**src/rtl/lsu_pkg.sv**
```systemverilog
// Shared encodings for the load/store controller: access sizes, FSM states
// and the default data-memory depth.
package lsu_pkg;

  localparam int MEM_WORDS_DEF = 512;

  localparam logic [1:0] SZ_BYTE = 2'b00;
  localparam logic [1:0] SZ_HALF = 2'b01;
  localparam logic [1:0] SZ_WORD = 2'b10;

  typedef enum logic [1:0] {
    IDLE = 2'b00,
    RD   = 2'b01,
    WR   = 2'b10,
    DONE = 2'b11
  } state_t;

endpackage

```
**src/rtl/lsu_lane.sv**
```systemverilog
// Little-endian lane logic: extracts and extends the addressed byte/halfword
// of a memory word, and merges store data into the addressed lane.
module lsu_lane
  import lsu_pkg::*;
(
  input  logic [31:0] word,
  input  logic [1:0]  lane,
  input  logic [1:0]  size,
  input  logic        uns,
  input  logic [31:0] wdata,
  output logic [31:0] load_val,
  output logic [31:0] store_word
);

  logic [7:0]  byte_v;
  logic [15:0] half_v;
  logic [31:0] wdata_rep;
  logic [3:0]  be;

  always_comb begin
    byte_v    = word[{lane, 3'b000} +: 8];
    half_v    = word[{lane[1], 4'b0000} +: 16];
    load_val  = word;
    wdata_rep = wdata;
    case (size)
      SZ_BYTE: begin
        load_val  = {{24{byte_v[7] & ~uns}}, byte_v};
        wdata_rep = {4{wdata[7:0]}};
      end
      SZ_HALF: begin
        load_val  = {{16{half_v[15] & ~uns}}, half_v};
        wdata_rep = {2{wdata[15:0]}};
      end
      default: begin
        load_val  = word;
        wdata_rep = wdata;
      end
    endcase
  end

  // Store data is replicated across lanes; the byte enables pick which lanes replace the old word.
  for (genvar gi = 0; gi < 4; gi++) begin : g_lane
    assign be[gi] = (size == SZ_BYTE) ? (lane == 2'(gi)) :
                    (size == SZ_HALF) ? (lane[1] == 1'(gi / 2)) : 1'b1;
    assign store_word[8*gi +: 8] = be[gi] ? wdata_rep[8*gi +: 8] : word[8*gi +: 8];
  end

endmodule

```
**src/rtl/lsu_ctrl.sv**
```systemverilog
// Multi-cycle load/store controller: validates a request, reads the target
// word, performs read-modify-write for sub-word stores and extends loads.
module lsu_ctrl
  import lsu_pkg::*;
#(
  parameter int MEM_WORDS = MEM_WORDS_DEF,
  parameter int ADDR_W    = 32
) (
  input  logic              clk,
  input  logic              rst,
  input  logic              req,
  input  logic              we,
  input  logic [1:0]        size,
  input  logic              uns,
  input  logic [ADDR_W-1:0] addr,
  input  logic [31:0]       wdata,
  output logic              busy,
  output logic              done,
  output logic              err,
  output logic [31:0]       rdata,
  output logic              MemR,
  output logic              MemWr,
  output logic [31:0]       mem_addr,
  output logic [31:0]       mem_wdata,
  input  logic [31:0]       mem_rdata
);

  localparam logic [ADDR_W-3:0] WORD_LIMIT = (ADDR_W-2)'(MEM_WORDS);

  state_t            state_reg, state_next;
  logic              we_reg, uns_reg, err_reg;
  logic [1:0]        size_reg;
  logic [ADDR_W-1:0] addr_reg;
  logic [31:0]       wdata_reg, word_reg, rdata_reg;
  logic              illegal;
  logic [31:0]       lane_word, load_val, store_word;
  logic [ADDR_W-1:0] aligned_addr;

  always_comb begin
    illegal = 1'b0;
    case (size)
      SZ_BYTE: illegal = 1'b0;
      SZ_HALF: illegal = addr[0];
      SZ_WORD: illegal = |addr[1:0];
      default: illegal = 1'b1;
    endcase
    if (addr[ADDR_W-1:2] >= WORD_LIMIT) illegal = 1'b1;
  end

  always_ff @(posedge clk or posedge rst) begin
    if (rst) state_reg <= IDLE;
    else     state_reg <= state_next;
  end

  always_comb begin
    state_next = state_reg;
    busy       = 1'b1;
    done       = 1'b0;
    err        = 1'b0;
    MemR       = 1'b0;
    MemWr      = 1'b0;
    case (state_reg)
      IDLE: begin
        busy = 1'b0;
        if (req) begin
          if (illegal)                      state_next = DONE;
          else if (we && size == SZ_WORD)   state_next = WR;
          else                              state_next = RD;
        end
      end
      RD: begin
        MemR       = 1'b1;
        state_next = we_reg ? WR : DONE;
      end
      WR: begin
        MemWr      = 1'b1;
        state_next = DONE;
      end
      DONE: begin
        done       = 1'b1;
        err        = err_reg;
        state_next = IDLE;
      end
      default: state_next = IDLE;
    endcase
  end

  // The load result is registered on leaving RD so it is already valid during DONE.
  always_ff @(posedge clk or posedge rst) begin
    if (rst) begin
      we_reg    <= 1'b0;
      uns_reg   <= 1'b0;
      err_reg   <= 1'b0;
      size_reg  <= 2'b00;
      addr_reg  <= '0;
      wdata_reg <= '0;
      word_reg  <= '0;
      rdata_reg <= '0;
    end else begin
      if (state_reg == IDLE && req) begin
        we_reg    <= we;
        uns_reg   <= uns;
        size_reg  <= size;
        addr_reg  <= addr;
        wdata_reg <= wdata;
        err_reg   <= illegal;
      end
      if (state_reg == RD) begin
        word_reg <= mem_rdata;
        if (!we_reg) rdata_reg <= load_val;
      end
    end
  end

  assign lane_word    = (state_reg == RD) ? mem_rdata : word_reg;
  assign aligned_addr = {addr_reg[ADDR_W-1:2], 2'b00};

  lsu_lane u_lane (
    .word       (lane_word),
    .lane       (addr_reg[1:0]),
    .size       (size_reg),
    .uns        (uns_reg),
    .wdata      (wdata_reg),
    .load_val   (load_val),
    .store_word (store_word)
  );

  assign rdata     = rdata_reg;
  assign mem_addr  = (state_reg == RD || state_reg == WR) ? 32'(aligned_addr) : 32'd0;
  assign mem_wdata = (state_reg == WR) ? store_word : 32'd0;

endmodule

```
**config.mk**
```make
export PLATFORM = sky130hd
export DESIGN_NAME = lsu_ctrl
export DESIGN_NICKNAME = d
export VERILOG_FILES = /design/src/rtl/lsu_pkg.sv /design/src/rtl/lsu_lane.sv /design/src/rtl/lsu_ctrl.sv
export SDC_FILE = /design/constraint.sdc
export NUM_CORES = 1
export LEC_CHECK = 0
export CORE_AREA = 2 2 129 131
export DETAILED_ROUTE_END_ITERATION = 6
export DIE_AREA = 0 0 131 133
export HOLD_SLACK_MARGIN = 0.05
export PLACE_DENSITY = 0.76
export SLEW_MARGIN = 20
export SYNTH_ARGS = -nofsm -noshare
export SYNTH_HDL_FRONTEND = slang
export SYNTH_SLANG_ARGS = --single-unit
```
**constraint.sdc**
```tcl
create_clock -name clk -period 4.7 [get_ports clk]
set_input_delay 0.47 -clock clk [delete_from_list [all_inputs] [get_ports clk]]
set_output_delay 0.47 -clock clk [all_outputs]
set_load 0.01 [all_outputs]
```
; ---- Yosys cells after proc, flatten, opt, wreduce, memory -nomap -nowiden
; Index checks and enable logic that the tools add are counted.
[op_classes]
reduce_logical = 9
order_cmp = 1
bitwise = 5
shifts = 2
n_mux = 27
eq_ne = 10
[op_table]
columns = operator, n
row1 = 32-bit case mux with 2 select lines, 2
row2 = 32-bit two-way mux, 3
row3 = 8-bit two-way mux, 4
row4 = 32-bit by 6-bit indexed part select with 16-bit output, 1
row5 = 32-bit by 6-bit indexed part select with 8-bit output, 1
row6 = "30-bit by 10-bit >= comparator with 1-bit output, second input constant", 1
row7 = 1-bit two-way mux, 13
row8 = "2-bit equality test, second input constant", 5
row9 = "2-bit by 1-bit equality test with 1-bit output, second input constant", 4
row10 = 2-bit logical NOT, 4
row11 = 2-bit case mux with 4 select lines, 1
row12 = 2-bit two-way mux, 3
row13 = 1-bit inverter, 3
row14 = 1-bit case mux with 3 select lines, 1
row15 = 1-bit bitwise AND, 2
row16 = 1-bit logical AND, 2
row17 = "2-bit != test, second input constant", 1
row18 = 2-bit AND reduction, 1
row19 = 2-bit OR reduction, 1
row20 = 1-bit logical OR, 1
[totals]
out_inout_bits = 101
ff_bits = 135
wordCells = 63

; ---- Longest topological paths before layout
; Gate-level depths: netlist of the first run.
[logic_depth]
ltp_word = 6
ltp_mapped = 9
depth_no_buf = 7

; ---- Cells and area by module
; A second synthesis of the first run with hierarchy kept.
[unflattened]
hier_cells = 588
hier_area_um2 = 7329.5
[by_module_without_submodules]
columns = mod, area_each_um2, instances, cells_per_inst
row1 = lsu_ctrl, 5759.3, 1, 389
row2 = lsu_lane, 1570.3, 1, 199

; ---- Least setup slack after synthesis of the first run
; OpenSTA, ideal clock, no wires.
[synth_path]
kind = register to output
from = reg state_reg[1]
to = out mem_wdata[16]
n_path_buf = 3
path_stages_with_launch = 8
arrival_ps = 1920
setup_slack_ps = 2310
cell_sequence = dfrtp_1 inv_1 ha_1 buf_2 buf_4 buf_4 mux2_2 o211a_1
[synth_between]
elab_chain_cells = 4
elab_cells_between_ends = 5
cone_classes = eq/ne (2) / mux (3)
[synth_lines]
columns = element, line_no
row1 = from (decl), lsu_ctrl.sv:30  ; state_t state_reg, state_next;
row2 = from (signal assigned), lsu_ctrl.sv:52  ; else state_reg <= state_next;
row3 = 2-bit by 1-bit equality test with 1-bit output, lsu_ctrl.sv:115  ; assign lane_word = (state_reg == RD) ? mem_rdata : word_reg;
row4 = 32-bit two-way mux, n/a
row5 = net lane_word[16], lsu_ctrl.sv:36  ; logic [31:0] lane_word, load_val, store_word;
row6 = 8-bit two-way mux, lsu_lane.sv:45  ; assign store_word[8*gi +: 8] = be[gi] ? wdata_rep[8*gi +: 8] : word[8*gi +: 8];
row7 = 32-bit two-way mux, lsu_ctrl.sv:130  ; assign mem_wdata = (state_reg == WR) ? store_word : 32'd0;
row8 = to (decl), lsu_ctrl.sv:24  ; output logic [31:0] mem_wdata,
; The timed path passes the listed nets, and every way through them passes these cells.

; ---- Worst setup path in the final report of the first run
[layout_path]
from = reg size_reg[0]
to = out mem_wdata[2]
[layout_between]
elab_chain_cells = 5
elab_cells_between_ends = 6
cone_classes = eq/ne (1) / mux (4) / reduce/logical (1)
[layout_lines]
columns = element, line_no
row1 = from (decl), lsu_ctrl.sv:32  ; logic [1:0] size_reg;
row2 = from (signal assigned), lsu_ctrl.sv:103  ; size_reg <= size;
row3 = 2-bit by 1-bit equality test with 1-bit output, lsu_lane.sv:44  ; (size == SZ_HALF) ? (lane[1] == 1'(gi / 2)) : 1'b1;
row4 = 1-bit two-way mux, lsu_lane.sv:44
row5 = 1-bit two-way mux (*), lsu_lane.sv:43  ; assign be[gi] = (size == SZ_BYTE) ? (lane == 2'(gi)) :
row6 = 8-bit two-way mux (*), lsu_lane.sv:45
row7 = 32-bit two-way mux (*), lsu_ctrl.sv:130
; Mark *: on every way between the ends. The rest lies on a longest branch, timed or not.

==> results of run 1 <==
stage by stage:
step                      area [um2]   util  total power, mW  hold WS [ns]  cells
after global placement          9250  0.572             6.45         0.458   1015
after floorplan                 7130      -             4.78         0.442    637
after global routing            9870  0.610             8.45         0.502   1047
after CTS                       9860  0.610             7.96         0.489   1047
final                           9870  0.610             7.98         0.486   1047
after detailed placement        9250  0.572             6.58         0.473   1015
routing by layer:
metal / wire length, um / global-route usage
met3: 1580 / 0.0562
met2: 9950 / 0.373
met5: 0 / 0
met4: 363 / 0.0739
met1: 9280 / 0.362
worst min path at each step:
| stage | from | slack, ns | to |
|---|---|---|---|
| 2_1_floorplan | err_reg | 0.44 | err_reg |
| 3_3_place_gp | err_reg | 0.46 | err_reg |
| 3_5_place_dp | err_reg | 0.47 | err_reg |
| 4_1_cts | rdata[6] | 0.49 | rdata[6] |
| 5_1_grt | err_reg | 0.50 | err_reg |
| 6_report | err_reg | 0.49 | err_reg |
report_power, final:
group	total [mW]	internal, mW	switching [mW]	leakage, nW
logic	4.45	2.23	2.22	2.28
clock network	1.36	0.809	0.546	0.290
registers	2.17	1.76	0.415	1.60
total	7.98	4.80	3.18	4.17
synthesized netlist by cell type (10+ instances only):
library cell,instances
nand3_1,10
and2_1,33
clkbuf_1,27
nand2_1,62
mux2i_1,29
nor2b_1,13
dfrtp_1,135
nor2_1,36
o211a_1,17
o21ai_0,31
mux2_2,99
cells in the final DEF, fill, tap and decap left out, types with 8 or more instances in the layout:
master           Yosys  final
dfrtp_1            135    134
o211ai_1             8      8
nand3_1             10     10
and2_1              33     33
mux2_2              99     99
nor2b_1             13     12
nor2_1              36     36
a22oi_2              8      8
clkdlybuf4s50_1      0    201
a22oi_1              8      8
a31oi_1              9      9
mux4_2               8      8
nand2_1             62     61
buf_4                4      8
clkbuf_16            0     17
o211a_1             17     17
mux2i_1             29     29
inv_1                9      8
o21ai_0             31     31
layout make-up:
type                    count  area, um2
fillers                  1282       6300
multi-input cells         442       3500
flip-flops and latches    135       3380
repair buffers            209       2070
clock buffers              18        439
well taps                 220        275
clock inverters            14        165
inverters                   9       36.3
kinds of logic after synthesis:
kind of cell / synth area share
simple gates: 0.121
mux: 0.222
flops: 0.474
compound gates: 0.135
buf+inv: 0.0384
fa+ha+maj: 0.00877
other cells: 0.000526
worst max-delay path, delay by kind of cell, from the launching register on:
kind                   cells  cell delay, ns
AND/OR/NAND/NOR            3            0.56
AO/OA/AOI/OAI              1            0.69
buffers and inverters      1            0.58
flip-flops                 1            0.97
==> flow_summary.ini, run 1 <==
[run_status]
outcome = finished clean

[flow_run]
drv_cap = 0

[worst_setup_path]
cp.arrival_ns = 3.22
slowest_stage = dfrtp_1
cp-end-kind = primary output
critPathMaxFanout = 24
ff2ff_path_depth = 6
crit_type = register to primary output
reg2reg_slack_ns = 1.98
required_ns = 4.23
critPathMaxStageDelay_ns = 0.97
crit_path_start_kind = register
worstReg2RegEnd = rdata[19]
timing.rr.start = state_reg[1]
cp_cell_sequence = nor2b_1, o21ai_0, nor2_1, nor3b_1, clkdlybuf4s50_1
endpoint = mem_wdata[2]
startpoint = size_reg[0]

[floorplan]
rows = 47
fp.dieArea_mm2 = 0.0174
die_h_um = 133
core_mm2 = 0.0162
ioPinCount = 204
initial_core_util = 0.441
die_w_um = 131

[clocking]
ctsHoldBuffers = 0
postCtsSetupBuffers = 0
clkSinkCount = 135
cts_buffers = 17
ctsResizeCount = 0
clk_pin_slew_ns = 0.06
cts_buffer_depth = 2
insertion_delay_ns = 0.42
cts_root_buffer = clkbuf_16
tritoncts = built
cts_max_level = 4

[yosys]
ys_warn_count = 0
syn_inst = 636
synth_cell_type_count = 45
synth.avg_cell_area_um2 = 11.2
netlist.area_leader.share = 0.474
postSynth.asyncResetShare = 1.00
syn_area_mm2 = 0.00713
synth_edf_count = 0
ys_ff_latch = 135
ys.flop_type = dfrtp_1
synth_area_leader_cell = dfrtp_1
yosysSeqAreaShare = 0.474
synth_area_leaders = dfrtp_1, mux2_2, mux2i_1

[timing]
max_freq_mhz = 271
fin_crit_ns = 3.69
final-hold-violation-count = 0
slew_viol_final = 0
fin_crit_sh = 0.785
skew_ns = 0.0106
worst_slew_pin_slew_ns = 1.07
grt_setup_unrepaired = no
fin_tns_setup_ns = 0
maxSlewHeadroom = 0.288
setup_slack_ns = 1.01
setup_viol = 0

[hold_path]
hold_path.class = register to register
holdPathStages = 2

[route]
wl_um = 21200
via_count = 5830
drt_iter0_drc = 428
ant_nets = 0
dr.pass1.iters = 5
post_drt_wl_per_cell_um = 20.2
drc = 0
viasPerCell = 5.57

[layout]
drive_gt1_frac = 0.206
antenna_cells = 0
nets = 922
area_growth_pct = 38.4

[global_route]
grt_max_degree = 65
antenna_found_initial = 0
grt_pass1_wl_um = 33000
grt_use_total = 0.249
first_global_vias = 5854
grt-ovfl-total = 0

[placement]
pre_cts_ws_ns = 1.42
place_congestion = 0.873
post-dp-hpwl_um = 15500
io_buffers = 201

[pwr]
ir_drop_v = 0.000340
power.density_mw_per_mm2 = 809
total_leakage_power_nw = 4.17
Power figures use the tool's default switching activity.
==> run 2: changes to the inputs <==
CORE_AREA = 2 2 131 133   (was 2 2 129 131)
DIE_AREA = 0 0 133 135   (was 0 0 131 133)
clock period = 3.1 ns   (was 4.7 ns; I/O delays follow)
==> run 2 against run 1 <==
  * Via count is 2.8% higher
  * Clock-buffer cell count is 6 higher
  * Register-to-register slack worse by 1.5 ns
  * First-iteration DRC count is 0.47% higher
  * Power is 53% higher
  * Core utilization hardly changed
  * Sequential power is 52% higher
  * Clock skew is 0.0019 ns lower
  * Sequential cell count stayed put
  * Non-clock buffer count is 23 higher
==> flow_summary.ini, run 2 (same netlist as run 1, synthesis figures left out) <==
[flow_run]
drv_cap = 0

[timing]
max_freq_mhz = 336
final-hold-violation-count = 0
maxSlewHeadroom = 0.503
fin_tns_setup_ns = 0
grt_setup_unrepaired = no
fin_crit_ns = 2.98
worst_slew_pin_slew_ns = 0.745
setup_viol = 0
slew_viol_final = 0
skew_ns = 0.00870
fin_crit_sh = 0.961

[layout]
drive_gt1_frac = 0.223
fin_area_mm2 = 0.0100
nets = 945
antenna_cells = 0
area_growth_pct = 40.4
final_common_cell = clkdlybuf4s50_1
multi_input_area_mm2 = 0.00350
seqCellArea_mm2 = 0.00338
fill_cells = 1301
layout_common_cells = clkdlybuf4s50_1, dfrtp_1, mux2_2

[worst_setup_path]
critPathMaxStageDelay_ns = 0.69
cp_cell_sequence = clkinvlp_4, buf_4, a21o_1, nand3_1, o211a_1, clkdlybuf4s50_1
cp.arrival_ns = 2.67
required_ns = 2.79
timing.rr.start = state_reg[1]
slowest_stage = dfrtp_1
startpoint = addr_reg[1]
crit_buf_inv = 3
crit_type = register to primary output
cpLargestDelayFamily = buffers and inverters
crit_path_start_kind = register
cp-end-kind = primary output
critPathMaxFanout = 16

[route]
viasPerCell = 5.62
dr.pass1.iters = 5
drt_iter0_drc = 430
wl_um = 23100
ant_nets = 0
post_drt_wl_per_cell_um = 21.7
via_count = 5994
drc = 0

[global_route]
grt-ovfl-total = 0
grt_pass1_wl_um = 35600
grt_max_degree = 55
first_global_vias = 6129
antenna_found_initial = 0
grt_use_total = 0.260

[clocking]
ctsHoldBuffers = 0
clk_pin_slew_ns = 0.05
tritoncts = built
cts_root_buffer = clkbuf_16
cts_buffers = 17
cts_max_level = 4
insertion_delay_ns = 0.42
clkSinkCount = 135
cts_buffer_depth = 2

[floorplan]
die_w_um = 133
rows = 47
initial_core_util = 0.435
fp.dieArea_mm2 = 0.0180
core_mm2 = 0.0164
ioPinCount = 204
die_h_um = 135

[pwr]
ir_drop_v = 0.000522
power.density_mw_per_mm2 = 1220
total_leakage_power_nw = 4.26

[run_status]
outcome = finished clean

[placement]
io_buffers = 201
dpl_cell_area_mm2 = 0.00937
place_congestion = 0.901
post-dp-hpwl_um = 16600

[hold_path]
hold_path.class = input port to asynchronous set/reset pin
==> run 2: changes by cell type in the layout (fill, tap and decap cells not counted), sizes merged <==
cell / delta
inv: -8
buf: +22
clkbuf: +7
clkinv: -2
bufinv: -2
clkinvlp: +2
==> run 2: timing repair <==
item | 4_1_cts | 5_1_grt
buffers inserted | 0 | 12
gates cloned | 0 | 1
gates resized for setup | 1 | 3
setup endpoints to repair | 3 | 16
==> run 2: per-stage QoR <==
step / hold WS (ns) / instances / utilization / total power, mW / setup WS, ns
after floorplan: 0.442 / 637 / - / 7.24 / 0.870
after global placement: 0.464 / 1025 / 0.571 / 9.97 / 0.508
after detailed placement: 0.479 / 1025 / 0.571 / 10.1 / 0.416
after CTS: 0.383 / 1053 / 0.603 / 12.0 / 0.0364
after global routing: 0.420 / 1066 / 0.610 / 12.9 / 0.0236
final: 0.364 / 1066 / 0.610 / 12.2 / 0.121
==> run 2: area by class of cell <==
type / count / area share
Timing Repair Buffer: 232 / 0.230
Clock inverter: 4 / 0.00225
Inverter: 9 / 0.00450
Multi-Input combinational cell: 442 / 0.350
Sequential cell: 135 / 0.337
Clock buffer: 24 / 0.0491
Tap cell: 220 / 0.0275
==> run 2: worst paths after layout <==
| check | cells after the start | slack (ns) | to |
|---|---|---|---|
| min reg2reg | 2 | 0.49 | rdata[4] |
| max | 6 | 0.12 | mem_wdata[10] |
| max in group asynchronous | 3 | 1.89 | wdata_reg[22] |
| min | 2 | 0.36 | addr_reg[9] |
| max reg2reg | 7 | 0.44 | rdata[10] |
| min in group clk | 2 | 0.49 | rdata[4] |
==> run 2: routing by layer <==
layer  track usage  share of wire  vias up
li1              -              -     2692
met2         0.388           0.46      312
met1         0.370           0.44     2962
met5             0              0        -
met4        0.0806          0.014        0
met3        0.0702          0.087       28
==> run 2: report_power, final <==
part / leakage (nW) / switching (mW) / total, mW / internal [mW]
clock network: 0.254 / 0.716 / 1.80 / 1.08
registers: 1.60 / 0.615 / 3.29 / 2.67
logic: 2.40 / 3.54 / 7.11 / 3.57
total: 4.26 / 4.87 / 12.2 / 7.33
